--- src/rtl/run_length_monitor_pkg.sv ---
`default_nettype none
// ============================================================================
// run_monitor_pkg : shared record type, FSM encoding and counter width
// Revision: 1.0
// ============================================================================
package run_monitor_pkg;

  localparam int unsigned CNT_WIDTH     = 32;
  localparam int unsigned REC_LEN_WIDTH = 16;

  typedef struct packed {
    logic                     level;
    logic [REC_LEN_WIDTH-1:0] length;
    logic                     in_range;
  } run_record_t;

  typedef enum logic {
    IDLE = 1'b0,
    RUN  = 1'b1
  } state_t;

endpackage
`default_nettype wire

--- src/rtl/run_length_monitor_fifo.sv ---
`default_nettype none
// ============================================================================
// run_record_fifo : first-word-fall-through record queue, registered head
// Revision: 1.0
// ============================================================================
module run_record_fifo
  import run_monitor_pkg::*;
#(
  parameter int  DEPTH = 4,
  parameter type T     = run_record_t
) (
  input  logic clk_i,
  input  logic a_rst_n_i,
  input  logic i_push,
  input  T     i_data,
  input  logic i_pop,
  output T     o_data,
  output logic o_valid,
  output logic o_drop
);

  localparam int            CW      = $clog2(DEPTH) + 1;
  localparam logic [CW-1:0] C_DEPTH = CW'(DEPTH);

  T              r_mem     [DEPTH];
  T              w_mem_nxt [DEPTH];
  logic [CW-1:0] r_count;
  logic [CW-1:0] w_count_nxt;
  logic [CW-1:0] w_widx;
  logic          r_valid;
  logic          w_full;
  logic          w_pop;
  logic          w_push_ok;

  assign w_full      = (r_count == C_DEPTH);
  assign w_pop       = i_pop && r_valid;
  assign w_push_ok   = i_push && (!w_full || w_pop);
  assign o_drop      = i_push && w_full && !w_pop;
  assign w_widx      = r_count - CW'(w_pop);
  assign w_count_nxt = r_count + CW'(w_push_ok) - CW'(w_pop);

  // Entries shift toward slot 0 on pop so the head is always a plain register.
  always_comb begin
    for (int i = 0; i < DEPTH; i++) begin
      w_mem_nxt[i] = r_mem[i];
    end
    for (int i = 0; i < DEPTH - 1; i++) begin
      if (w_pop) begin
        w_mem_nxt[i] = r_mem[i+1];
      end
    end
    for (int i = 0; i < DEPTH; i++) begin
      if (w_push_ok && (w_widx == CW'(i))) begin
        w_mem_nxt[i] = i_data;
      end
    end
  end

  always_ff @(posedge clk_i or negedge a_rst_n_i) begin
    if (!a_rst_n_i) begin
      for (int i = 0; i < DEPTH; i++) begin
        r_mem[i] <= '0;
      end
      r_count <= '0;
      r_valid <= 1'b0;
    end else begin
      for (int i = 0; i < DEPTH; i++) begin
        r_mem[i] <= w_mem_nxt[i];
      end
      r_count <= w_count_nxt;
      r_valid <= (w_count_nxt != '0);
    end
  end

  assign o_data  = r_mem[0];
  assign o_valid = r_valid;

endmodule
`default_nettype wire

--- src/rtl/run_length_monitor.sv ---
`default_nettype none
// ============================================================================
// run_length_monitor : measures constant-level runs, range-checks and queues them
// Revision: 1.0
// ============================================================================
module run_length_monitor
  import run_monitor_pkg::*;
#(
  parameter int unsigned STATE_0_MIN_VAL = 10,
  parameter int unsigned STATE_0_MAX_VAL = 20,
  parameter int unsigned STATE_1_MIN_VAL = 30,
  parameter int unsigned STATE_1_MAX_VAL = 40,
  parameter int unsigned LEN_WIDTH       = 16,
  parameter int unsigned FIFO_DEPTH      = 4
) (
  input  logic                 clk_i,
  input  logic                 a_rst_n_i,
  input  logic                 clear_i,
  input  logic                 state_i,
  output logic                 m_valid_o,
  input  logic                 m_ready_i,
  output logic                 m_level_o,
  output logic [LEN_WIDTH-1:0] m_length_o,
  output logic                 m_in_range_o,
  output logic [CNT_WIDTH-1:0] run_cnt_o,
  output logic [CNT_WIDTH-1:0] err_cnt_o,
  output logic                 overflow_o
);

  typedef struct packed {
    logic                 level;
    logic [LEN_WIDTH-1:0] length;
    logic                 in_range;
  } rec_t;

  localparam longint unsigned      C_LEN_SAT_L = (64'd1 << LEN_WIDTH) - 64'd1;
  localparam logic [LEN_WIDTH-1:0] C_LEN_SAT   = {LEN_WIDTH{1'b1}};
  localparam logic [LEN_WIDTH-1:0] C_LEN_ONE   = LEN_WIDTH'(1);
  localparam logic [LEN_WIDTH-1:0] C_S0_MIN    = LEN_WIDTH'(STATE_0_MIN_VAL);
  localparam logic [LEN_WIDTH-1:0] C_S0_MAX    = LEN_WIDTH'(STATE_0_MAX_VAL);
  localparam logic [LEN_WIDTH-1:0] C_S1_MIN    = LEN_WIDTH'(STATE_1_MIN_VAL);
  localparam logic [LEN_WIDTH-1:0] C_S1_MAX    = LEN_WIDTH'(STATE_1_MAX_VAL);
  localparam logic [CNT_WIDTH-1:0] C_CNT_SAT   = {CNT_WIDTH{1'b1}};
  localparam logic [CNT_WIDTH-1:0] C_CNT_ONE   = CNT_WIDTH'(1);

  if ((STATE_0_MIN_VAL > STATE_0_MAX_VAL) || (STATE_1_MIN_VAL > STATE_1_MAX_VAL)) begin : g_chk_order
    $error("run_length_monitor: a MIN limit exceeds its MAX limit");
  end
  if ((64'(STATE_0_MAX_VAL) >= C_LEN_SAT_L) || (64'(STATE_1_MAX_VAL) >= C_LEN_SAT_L)) begin : g_chk_width
    $error("run_length_monitor: a MAX limit does not fit below the LEN_WIDTH saturation value");
  end
  if ((FIFO_DEPTH < 2) || ((FIFO_DEPTH & (FIFO_DEPTH - 1)) != 0)) begin : g_chk_depth
    $error("run_length_monitor: FIFO_DEPTH must be a power of two and at least 2");
  end

  state_t               r_state;
  state_t               w_state_nxt;
  logic                 r_level;
  logic                 w_level_nxt;
  logic [LEN_WIDTH-1:0] r_len;
  logic [LEN_WIDTH-1:0] w_len_nxt;
  logic                 w_push;
  logic                 w_in_range;
  logic                 w_drop;
  rec_t                 w_rec;
  rec_t                 w_head;
  logic [CNT_WIDTH-1:0] r_run_cnt;
  logic [CNT_WIDTH-1:0] r_err_cnt;
  logic                 r_overflow;

  always_ff @(posedge clk_i or negedge a_rst_n_i) begin
    if (!a_rst_n_i) begin
      r_state <= IDLE;
      r_level <= 1'b0;
      r_len   <= '0;
    end else begin
      r_state <= w_state_nxt;
      r_level <= w_level_nxt;
      r_len   <= w_len_nxt;
    end
  end

  always_comb begin
    w_state_nxt = r_state;
    w_level_nxt = r_level;
    w_len_nxt   = r_len;
    w_push      = 1'b0;
    case (r_state)
      IDLE: begin
        w_state_nxt = RUN;
        w_level_nxt = state_i;
        w_len_nxt   = C_LEN_ONE;
      end
      RUN: begin
        if (state_i == r_level) begin
          if (r_len != C_LEN_SAT) begin
            w_len_nxt = r_len + C_LEN_ONE;
          end
        end else begin
          w_push      = 1'b1;
          w_level_nxt = state_i;
          w_len_nxt   = C_LEN_ONE;
        end
      end
      default: w_state_nxt = IDLE;
    endcase
  end

  // A saturated length is out of range because every MAX sits below saturation.
  assign w_in_range = r_level ? ((r_len >= C_S1_MIN) && (r_len <= C_S1_MAX))
                              : ((r_len >= C_S0_MIN) && (r_len <= C_S0_MAX));
  assign w_rec      = {r_level, r_len, w_in_range};

  run_record_fifo #(
    .DEPTH (int'(FIFO_DEPTH)),
    .T     (rec_t)
  ) u_fifo (
    .clk_i     (clk_i),
    .a_rst_n_i (a_rst_n_i),
    .i_push    (w_push),
    .i_data    (w_rec),
    .i_pop     (m_ready_i),
    .o_data    (w_head),
    .o_valid   (m_valid_o),
    .o_drop    (w_drop)
  );

  always_ff @(posedge clk_i or negedge a_rst_n_i) begin
    if (!a_rst_n_i) begin
      r_run_cnt  <= '0;
      r_err_cnt  <= '0;
      r_overflow <= 1'b0;
    end else if (clear_i) begin
      r_run_cnt  <= '0;
      r_err_cnt  <= '0;
      r_overflow <= 1'b0;
    end else begin
      if (w_push && (r_run_cnt != C_CNT_SAT)) begin
        r_run_cnt <= r_run_cnt + C_CNT_ONE;
      end
      if (w_push && !w_in_range && (r_err_cnt != C_CNT_SAT)) begin
        r_err_cnt <= r_err_cnt + C_CNT_ONE;
      end
      if (w_drop) begin
        r_overflow <= 1'b1;
      end
    end
  end

  assign m_level_o    = w_head.level;
  assign m_length_o   = w_head.length;
  assign m_in_range_o = w_head.in_range;
  assign run_cnt_o    = r_run_cnt;
  assign err_cnt_o    = r_err_cnt;
  assign overflow_o   = r_overflow;

endmodule
`default_nettype wire

--- config.mk ---
export PLATFORM = sky130hd
export DESIGN_NAME = run_length_monitor
export DESIGN_NICKNAME = d
export VERILOG_FILES = /design/src/rtl/run_length_monitor_pkg.sv /design/src/rtl/run_length_monitor_fifo.sv /design/src/rtl/run_length_monitor.sv
export SDC_FILE = /design/constraint.sdc
export NUM_CORES = 1
export LEC_CHECK = 0
export BUFFER_PORTS_ARGS = -buffer_cell sky130_fd_sc_hd__buf_4
export CORE_UTILIZATION = 40
export DETAILED_ROUTE_END_ITERATION = 10
export REMOVE_ABC_BUFFERS = 1
export SETUP_SLACK_MARGIN = 0.02
export SYNTH_ARGS = -nofsm -noshare
export SYNTH_HDL_FRONTEND = slang
export SYNTH_SLANG_ARGS = --single-unit
export TNS_END_PERCENT = 50
--- constraint.sdc ---
create_clock -name clk_i -period 3 [get_ports clk_i]
set_clock_uncertainty 0.15 [all_clocks]
set_input_delay 0.6 -clock clk_i [delete_from_list [all_inputs] [get_ports clk_i]]
set_output_delay 0.6 -clock clk_i [all_outputs]
set_load 0.02 [all_outputs]
==> metrics, run 1 <==
area leader, netlist dfrtp_1; status finished, final reports clean; initial antenna violation count 0; CTS max path bufs 2; Post-Route WL between 15000 and 20000 um; WP buf/inv 1; Final ANT Viol Nets 0; Setup WS post-layout between 200 and 300 ps; R2R Path End err_cnt_o[25]; GPL Wtd Cong approximately 0.77; Async SR Flop Fraction 1.00; Setup crit end kind flip-flop; ys flop type dfrtp_1; RSZ-0062 raised after global routing false; Avg WL per Cell 15.1 um; worst endpoint required time ~3200 ps; Tmin final around 2700 ps; Crit path arrival time around 2900 ps; Synth Cell Area 8110 um^2; CP max-delay cell o21ai_4; DR vias just over 6000; Ys Warns 0; post-synth cell types between 50 and 60; GRT Residual Overflow 0; post-synthesis sequential element count ~160; share of the synthesized area in the top cell type 0.491; clock latency on the worst-skew pair about 420 ps; crit-path cells o31a_1 > o31ai_1 > nand4_1 > o21ai_4 > buf_4 > nor3_1 > mux2_2; met1 WL just under 9000 um; Port Buffers 88; Startpoint Class flip-flop; commonest non-fill, non-tap cell in the layout dfrtp_1; All-Layer GR Usage 0.177; met2 wire length 7930 um; drt first pass iters 5; die area around 21000 um^2; core area 19700 um^2; max_cap viols 0; Post-Syn Instances roughly 840; fin crit share 0.901; Initial Util 0.413; Max-slew headroom 0.359; CP Class reg -> reg; Die Span Y approximately 140 um; first-pass GRT wire length roughly 29000 um; layout cell share with drive strength beyond 1 0.201; Hold Crit Class in -> async; Tightest Pin Transition around 960 ps; largest cells by area after synthesis dfrtp_1 49%, mux2i_1 7.2%, nor2_1 4.8%, a21oi_1 4.3%, xor2_1 3.2%; Hold Fails Final Rpt 0; Setup Slack @ Placement roughly 230 ps; initial DRC count 295; post-DP HPWL between 10000 and 15000 um; vias in the first global route 5638; num ports 89; CTS Sinks 159; Reg clk slew, reported paths 60 ps; flop2flop setup slack slightly below 300 ps; n_diodes 0; worst flop-to-flop path startpoint r_len[0]; fin nets around 900; total number of H-tree levels 4; DRC 0; area grow syn2layout 18.6%; DIE WIDTH between 100 and 150 um; FMAX 370 MHz; Crit path largest cell delay approximately 540 ps; Met3 Routed Length a little over 700 um; vias per inst 5.23; syn_area_per_cell slightly below 10 um^2; placed inst area around 9000 um^2; CTS buffer count 17; FP Rows just over 50; sequential area share after synthesis 0.491; most frequent cells in the layout 158 x dfrtp_1, 114 x buf_4, 103 x nor2_1; critical path's top delay family compound AO/OA/AOI/OAI gates; EDFF count, synth 0; pin count of the biggest net entering global routing 65; Max VDD drop between 0.4 and 0.5 mV; Power Density around 630 nW/um^2; Pleak between 4 and 5 nW; Setup violations, final 0; post-route cell area between 9000 and 10000 um^2; Top Layer Used met4; final max-slew violation count 0; worst-path fanout max 16; CTS Root Cell clkbuf_16; CTS tree yes; R2R depth 7
-- worst reg2reg max path, stage by stage (launching register included) --
cell and delay, ps:
dfrtp_2 440, o31a_1 300, o31ai_1 230, nand4_1 350, o21ai_4 540, buf_4 250, nor3_1 60, mux2_2 260
-- cells in the mapped netlist (9+ instances only) --
| cell type | count |
|---|---|
| clkbuf_1 | 49 |
| nor4_1 | 9 |
| buf_4 | 16 |
| mux2_2 | 21 |
| nand3_1 | 36 |
| nand2_1 | 53 |
| xnor2_1 | 9 |
| a21oi_1 | 69 |
| or3_1 | 17 |
| inv_1 | 15 |
| ha_1 | 9 |
| xor2_1 | 30 |
| o21ai_0 | 35 |
| nand4_1 | 32 |
| o31ai_1 | 17 |
| and3_1 | 14 |
| nor2_1 | 103 |
| or4_1 | 19 |
| mux2i_1 | 58 |
| dfrtp_1 | 159 |
-- flip-flops by register name, indices dropped and copies added, names as in the netlist --
signal,flops
r_len,16
overflow_o,1
u_fifo.o_valid,1
err_cnt_o,32
u_fifo.r_mem,54
u_fifo.o_data,18
r_state,1
u_fifo.r_count,3
run_cnt_o,32
r_level,1
-- worst max-delay path by stage --
stage,start,to,slack (ps),depth (start not counted)
2_1_floorplan,m_ready_i,u_fifo.r_mem[18],-1720,9
3_3_place_gp,r_len[2],err_cnt_o[25],270,7
3_5_place_dp,r_len[0],err_cnt_o[29],230,10
4_1_cts,r_len[0],err_cnt_o[10],220,10
5_1_grt,r_len[1],err_cnt_o[31],30,10
6_report,r_len[0],err_cnt_o[25],300,7
-- routing by layer --
layer / vias to the layer above / global-route usage
met1: 2937 / 0.250
li1: 3077 / -
met3: 20 / 0.0341
met4: 0 / 0.0715
met5: - / 0
met2: 112 / 0.266
-- repair_timing --
item / CTS / global route
setup buffers: 0 / 0
endpoints found under the setup margin: 0 / 7
endpoints found under the hold margin: 0 / 0
resized for setup: 0 / 1
hold buffers: 0 / 0
-- report_power, final --
| group | switching, mW | internal [mW] |
|---|---|---|
| combinational | 0.679 | 0.527 |
| sequential | 0.199 | 2.49 |
| clock | 0.848 | 1.27 |
| total | 1.73 | 4.29 |
-- cell families (layout without fill, tap and decap cells) --
family,Yosys count,after routing,share of synthesized area
adder cells (fa/ha/maj),10,10,0.0164
buffers and inverters,93,166,0.0546
AO/OA/AOI/OAI,141,142,0.100
AND/OR/NAND/NOR,314,314,0.195
multiplexers,79,79,0.101
flip-flops,159,159,0.491
XOR/XNOR,39,39,0.0421
other,1,1,0.000462
-- metrics by stage --
stage | power [mW] | TNS (ps) | instances | utilization | hold slack (ps)
2_1_floorplan | 3.49 | -134540 | 758 | - | 154
3_3_place_gp | 3.91 | 0 | 1142 | 0.459 | 331
3_5_place_dp | 3.95 | 0 | 1142 | 0.459 | 329
4_1_cts | 6.10 | 0 | 1174 | 0.489 | 49.9
5_1_grt | 6.37 | 0 | 1175 | 0.490 | 67.9
6_report | 6.01 | 0 | 1175 | 0.490 | 21.4
-- cell type report --
type / instances / area (um^2)
clock inverters: 8 / 78.8
multi-input cells: 585 / 3720
repair buffers: 119 / 947
inverters: 15 / 56.3
fillers: 1861 / 10000
well taps: 265 / 332
flip-flops and latches: 159 / 3980
clock buffers: 24 / 512
No activity file was read; power rests on OpenSTA's default activity.
==> inputs of run 2 (changes only) <==
Settings changed: ABC_AREA set to 1.
==> run 2 against run 1 <==
  * Final cell count increased by 34%
  * Combinational power decreased by 27%
  * Die area increased by 12%
  * Total power decreased by 5.3%
  * Setup slack improved by 260 ps
  * Wire length increased by 35%
  * Via count increased by 34%
  * First-iteration DRC count increased by 110%
  * Utilization decreased by 1.1 points
  * Largest cell class is now multi-input gates
==> metrics, run 2 <==
status finished, final reports clean; drt first pass iters 5 (unchanged); fin nets 1294 (+42%); Largest register FFs 54 (unchanged); clock latency on the worst-skew pair 430 ps (about the same); fill count 2185 (+17%); DRC 0 (unchanged); Setup Slack @ Placement 247 ps (+17.3 ps); Setup WS post-layout 554 ps (+256 ps); Setup violations, final 0 (unchanged); Post-Route WL 23900 um (+35%); Post-synth top cells 287 x nand2_1, 211 x nand3_1, 159 x dfrtp_1, 119 x inv_1, 117 x nor2_1; Hold Crit Class in -> reg; initial DRC count 626 (+110%); register area 3980 um^2 (about the same); Startpoint Class flip-flop; GRT Residual Overflow 0 (unchanged); All-Layer GR Usage 0.211 (+0.0342); top-count cell post-synth nand2_1; EDFF count, synth 0 (unchanged); Initial Util 0.413 (about the same); area leader, netlist dfrtp_1; max_cap viols 0 (unchanged); Hold Fails Final Rpt 0 (unchanged); worst-path fanout max 7 (-9); n_diodes 0 (unchanged); DIE WIDTH 153 um (+5.9%); fin crit share 0.815 (-0.0853); CTS buffer count 17 (unchanged); Final ANT Viol Nets 0 (unchanged); syn_area_per_cell 7.49 um^2 (-23%); Finished Layout Cells 1572 (+34%); CTS tree yes; Tmin final 2450 ps (-256 ps); met2 usage 0.330 (+0.0638); share of the synthesized area in the top cell type 0.436 (-0.0542); pin count of the biggest net entering global routing 66 (+1.5%); CP max-delay cell dfrtp_1; GPL Wtd Cong 0.918 (+20%); Crit path largest cell delay 470 ps (-70 ps); vias per inst 5.24 (+0.13%); sequential area share after synthesis 0.436 (-0.0542); met1 usage 0.307 (+0.0570); Avg WL per Cell 15.2 um (+0.88%); ys flop type dfrtp_1; WP buf/inv 1 (unchanged); area grow syn2layout 16.1%; DR vias 8233 (+34%); Port Buffers 88 (unchanged); worst endpoint required time 3150 ps (about the same); Max VDD drop 0.345 mV (-19%); vias in the first global route 7759 (+38%); num ports 89 (unchanged); Post-Syn Instances 1218 (+46%); critical path's top delay family adder cells; Inst Count DP 1539 (+35%); post-synthesis sequential element count 159 (unchanged); post_cts resized 0 (unchanged); Async SR Flop Fraction 1.00 (unchanged); Tightest Pin Transition 619 ps (-343 ps); CP Class reg -> reg; Setup crit end kind flip-flop; die area 23400 um^2 (+12%); core area 22100 um^2 (+12%); FMAX 409 MHz (+10%); Ys Warns 0 (unchanged); Largest Register u_fifo.r_mem; CTS Root Cell clkbuf_16; FP Rows 54 (+5.9%); setup bufs post-CTS 0 (unchanged); largest cells by area after synthesis dfrtp_1 44%, nand2_1 12%, nand3_1 12%, inv_1 4.9%, nor2_1 4.8%; Die Span Y 153 um (+5.9%); total number of H-tree levels 4 (unchanged); CTS Sinks 159 (unchanged); Min Hold Slack 164 ps (+143 ps); flop2flop setup slack 550 ps (+260 ps); Synth Cell Area 9120 um^2 (+12%); setup_tns 0 ps (unchanged); crit-path cells xnor2_2 > nor2_4 > nand2_2 > inv_4 > ha_1 > fa_1 > xnor2_1 > or3_1; initial antenna violation count 0 (unchanged); post-DP HPWL 16600 um (+43%); first-pass GRT wire length 40200 um (+40%); Crit path arrival time 2590 ps (-270 ps); layout cell share with drive strength beyond 1 0.122 (-0.0788); most frequent cells in the layout 287 x nand2_1, 211 x nand3_1, 159 x dfrtp_1; Layout Utilization 0.479 (-0.0105); CTS max path bufs 2 (unchanged); post-synth cell types 41 (-21%); Power Density 538 nW/um^2 (-14%); Pleak 4.93 nW (+10%); commonest non-fill, non-tap cell in the layout nand2_1; met3 global-route usage 0.0320 (-0.00207); Max-slew headroom 0.587 (+0.228); RSZ-0062 raised after global routing false; grt peak-use layer met2; final max-slew violation count 0 (unchanged); Reg clk slew, reported paths 70 ps (about the same); area of the multi-input gates 4280 um^2 (+15%)
run 2: cell type report:
cell class / instances / share of cell area
clock buffers: 17 / 0.0402
multi-input cells: 869 / 0.404
flip-flops and latches: 159 / 0.376
inverters: 125 / 0.0446
well taps: 280 / 0.0331
clock inverters: 15 / 0.0209
repair buffers: 107 / 0.0812
run 2: power breakdown:
part	switching (mW)	internal, mW	leakage, nW
clock	0.982	1.43	0.311
combinational	0.600	0.286	2.44
sequential	0.101	2.30	2.18
total	1.68	4.01	4.93
run 2: logic make-up (layout without fill, tap and decap cells):
kind of cell             count (synthesis)  in the layout  synth area share
AO/OA/AOI/OAI                          130            130            0.0880
XOR/XNOR                                29             29            0.0287
adder cells (fa/ha/maj)                 10             10            0.0145
buffers and inverters                  190            264            0.0945
flip-flops                             159            159             0.436
other                                    1              1          0.000411
AND/OR/NAND/NOR                        699            699             0.338
run 2: path summary, 6_finish.rpt:
path	endpoint	from	cells past startpoint
max reg2reg	u_fifo.o_valid	r_level	8
min in group asynchronous	u_fifo.r_mem[25]	a_rst_n_i	2
min	r_level	state_i	1
min reg2reg	u_fifo.r_mem[16]	u_fifo.r_mem[16]	2
max	u_fifo.o_valid	r_level	8
max in group asynchronous	run_cnt_o[1]	a_rst_n_i	3
run 2: timing repair:
action / in CTS / in global routing
setup endpoints to repair: 0 / 0
hold buffers: 1 / 0
endpoints found under the hold margin: 38 / 0
run 2: per-layer routing:
metal	wire length [um]	vias up	part of all wire
met5	0	-	0
met4	254	0	0.011
met3	938	18	0.039
met2	10900	199	0.45
met1	11800	3853	0.50
li1	-	4163	-
run 2: metrics by stage:
stage                     cell area [um^2]  power (mW)
after floorplan                       8730        2.97
after global placement                9930        3.32
after detailed placement              9930        3.33
after CTS                            10600        5.75
after global routing                 10600        5.96
final                                10600        5.70
==> inputs of run 3 (changes only) <==
Clock period 3 ns to 2.3 ns, I/O delays scaled along.
==> run 3 against run 2 <==
  * Final cell count rose by 2.7%
  * Sequential cell count stayed put
  * Total power is 31% higher
  * Register-to-register slack worse by 440 ps
  * Combinational power up 71%
  * Design area is 4.4% higher
==> metrics, run 3 (synthesis gave the netlist of run 2 again) <==
flop2flop setup slack 120 ps (-440 ps); Die Span Y 153 um (unchanged); clock latency on the worst-skew pair 430 ps (about the same); GPL Wtd Cong 0.938 (+2.1%); placed inst area 10300 um^2 (+3.6%); first-pass GRT wire length 41400 um (+3.0%); vias in the first global route 8129 (+4.8%); Hold Crit Class in -> reg; R2R depth 11 (+3); Tightest Pin Transition 574 ps (-45.6 ps); Startpoint Class flip-flop; Max-slew headroom 0.617 (+0.0304); drt first pass iters 5 (unchanged); Power Density 678 nW/um^2 (+26%); fin nets 1336 (+3.2%); Setup Slack @ Placement -170 ps (-417 ps); DR vias 8474 (+2.9%); Max VDD drop 0.474 mV (+37%); DRC 0 (unchanged); Hold Fails Final Rpt 0 (unchanged); max_cap viols 0 (unchanged); final max-slew violation count 0 (unchanged); most frequent cells in the layout 284 x nand2_1, 211 x nand3_1, 158 x dfrtp_1; post-route cell area 11000 um^2 (+4.4%); Port Buffers 88 (unchanged); Crit path arrival time 2370 ps (-220 ps); R2R Path End u_fifo.o_data[9]; Design Power 7.48 mW (+31%); Reg clk slew, reported paths 70 ps (about the same); Tmin final 2180 ps (-263 ps); status finished, final reports clean; FP Rows 54 (unchanged); area of the multi-input gates 4350 um^2 (+1.6%); CP Class reg -> reg; vias per inst 5.25 (+0.25%); CTS tree yes; CTS Root Cell clkbuf_16; core area 22100 um^2 (unchanged); Initial Util 0.413 (unchanged); worst-path fanout max 20 (+13); FMAX 458 MHz (+12%); RSZ-0062 raised after global routing false; Inst Count DP 1577 (+2.5%); Largest Register u_fifo.r_mem; Min Hold Slack 20.3 ps (-144 ps); CTS buffer count 17 (unchanged); Avg WL per Cell 15.5 um (+2.2%); Setup crit end kind flip-flop; Largest register FFs 54 (unchanged); setup_tns 0 ps (unchanged); GRT Residual Overflow 0 (unchanged); worst flop-to-flop path startpoint u_fifo.o_valid; fill count 2142 (-2.0%); die area 23400 um^2 (unchanged); num ports 89 (unchanged); CTS max path bufs 2 (unchanged); worst endpoint required time 2490 ps (-660 ps); All-Layer GR Usage 0.219 (+0.00779); layout cell share with drive strength beyond 1 0.159 (+0.0366); initial antenna violation count 0 (unchanged); Setup WS post-layout 117 ps (-437 ps); pin count of the biggest net entering global routing 65 (-1.5%); Finished Layout Cells 1614 (+2.7%); Pleak 5.18 nW (+5.1%); DIE WIDTH 153 um (unchanged); CTS Sinks 159 (unchanged); worst setup path start u_fifo.o_valid; post-DP HPWL 17300 um (+3.7%); area grow syn2layout 21.1%; total number of H-tree levels 4 (unchanged); worst setup path endpoint u_fifo.o_data[9]; Post-Route WL 25100 um (+4.9%); Setup violations, final 0 (unchanged); fin crit share 0.949 (+0.134); n_diodes 0 (unchanged); initial DRC count 566 (-9.6%); Layout Utilization 0.500 (+0.0209); commonest non-fill, non-tap cell in the layout nand2_1; register area 3980 um^2 (about the same); Final ANT Viol Nets 0 (unchanged)
## run 3: what timing repair did
| action | CTS | global route |
|---|---|---|
| endpoints found under the hold margin | 41 | 0 |
| hold buffers | 1 | 0 |
| gates resized for setup | 0 | 21 |
| buffers inserted | 0 | 1 |
| setup endpoints to repair | 0 | 110 |
## run 3: worst max-delay path: stages (launching register included)
cell	delay, ps
dfrtp_1	390
nand2_2	100
inv_2	40
ha_1	190
ha_1	190
or2_2	330
nand2_4	100
nor3_2	60
nand2_2	150
clkbuf_16	220
nand3_1	80
o211ai_1	100
## run 3: how the worst min path moves through the flow
stage / startpoint / slack (ps) / end / depth (start not counted)
2_1_floorplan: a_rst_n_i / 10 / err_cnt_o[0] / 0
3_3_place_gp: a_rst_n_i / 270 / u_fifo.o_data[8] / 1
3_5_place_dp: a_rst_n_i / 280 / u_fifo.r_mem[31] / 1
4_1_cts: state_i / 4 / r_level / 1
5_1_grt: state_i / 4 / r_level / 1
6_report: state_i / 20 / r_level / 1
## run 3: power breakdown
| group | switching, mW | total (mW) | internal, mW | leakage, nW |
|---|---|---|---|---|
| registers | 0.131 | 3.13 | 3.00 | 2.18 |
| clock network | 1.20 | 2.84 | 1.64 | 0.278 |
| logic | 0.911 | 1.51 | 0.601 | 2.72 |
## run 3: layer usage
metal / track usage / part of all wire / vias up
li1: - / - / 4240
met1: 0.307 / 0.48 / 4017
met2: 0.354 / 0.46 / 201
met3: 0.0357 / 0.048 / 16
met4: 0.0534 / 0.0089 / 0
met5: 0 / 0 / -
## run 3: cell type report
class,instances,area share
inverters,125,0.0430
clock buffers,21,0.0408
repair buffers,149,0.119
multi-input cells,869,0.394
well taps,280,0.0317
clock inverters,11,0.0120
flip-flops and latches,159,0.360
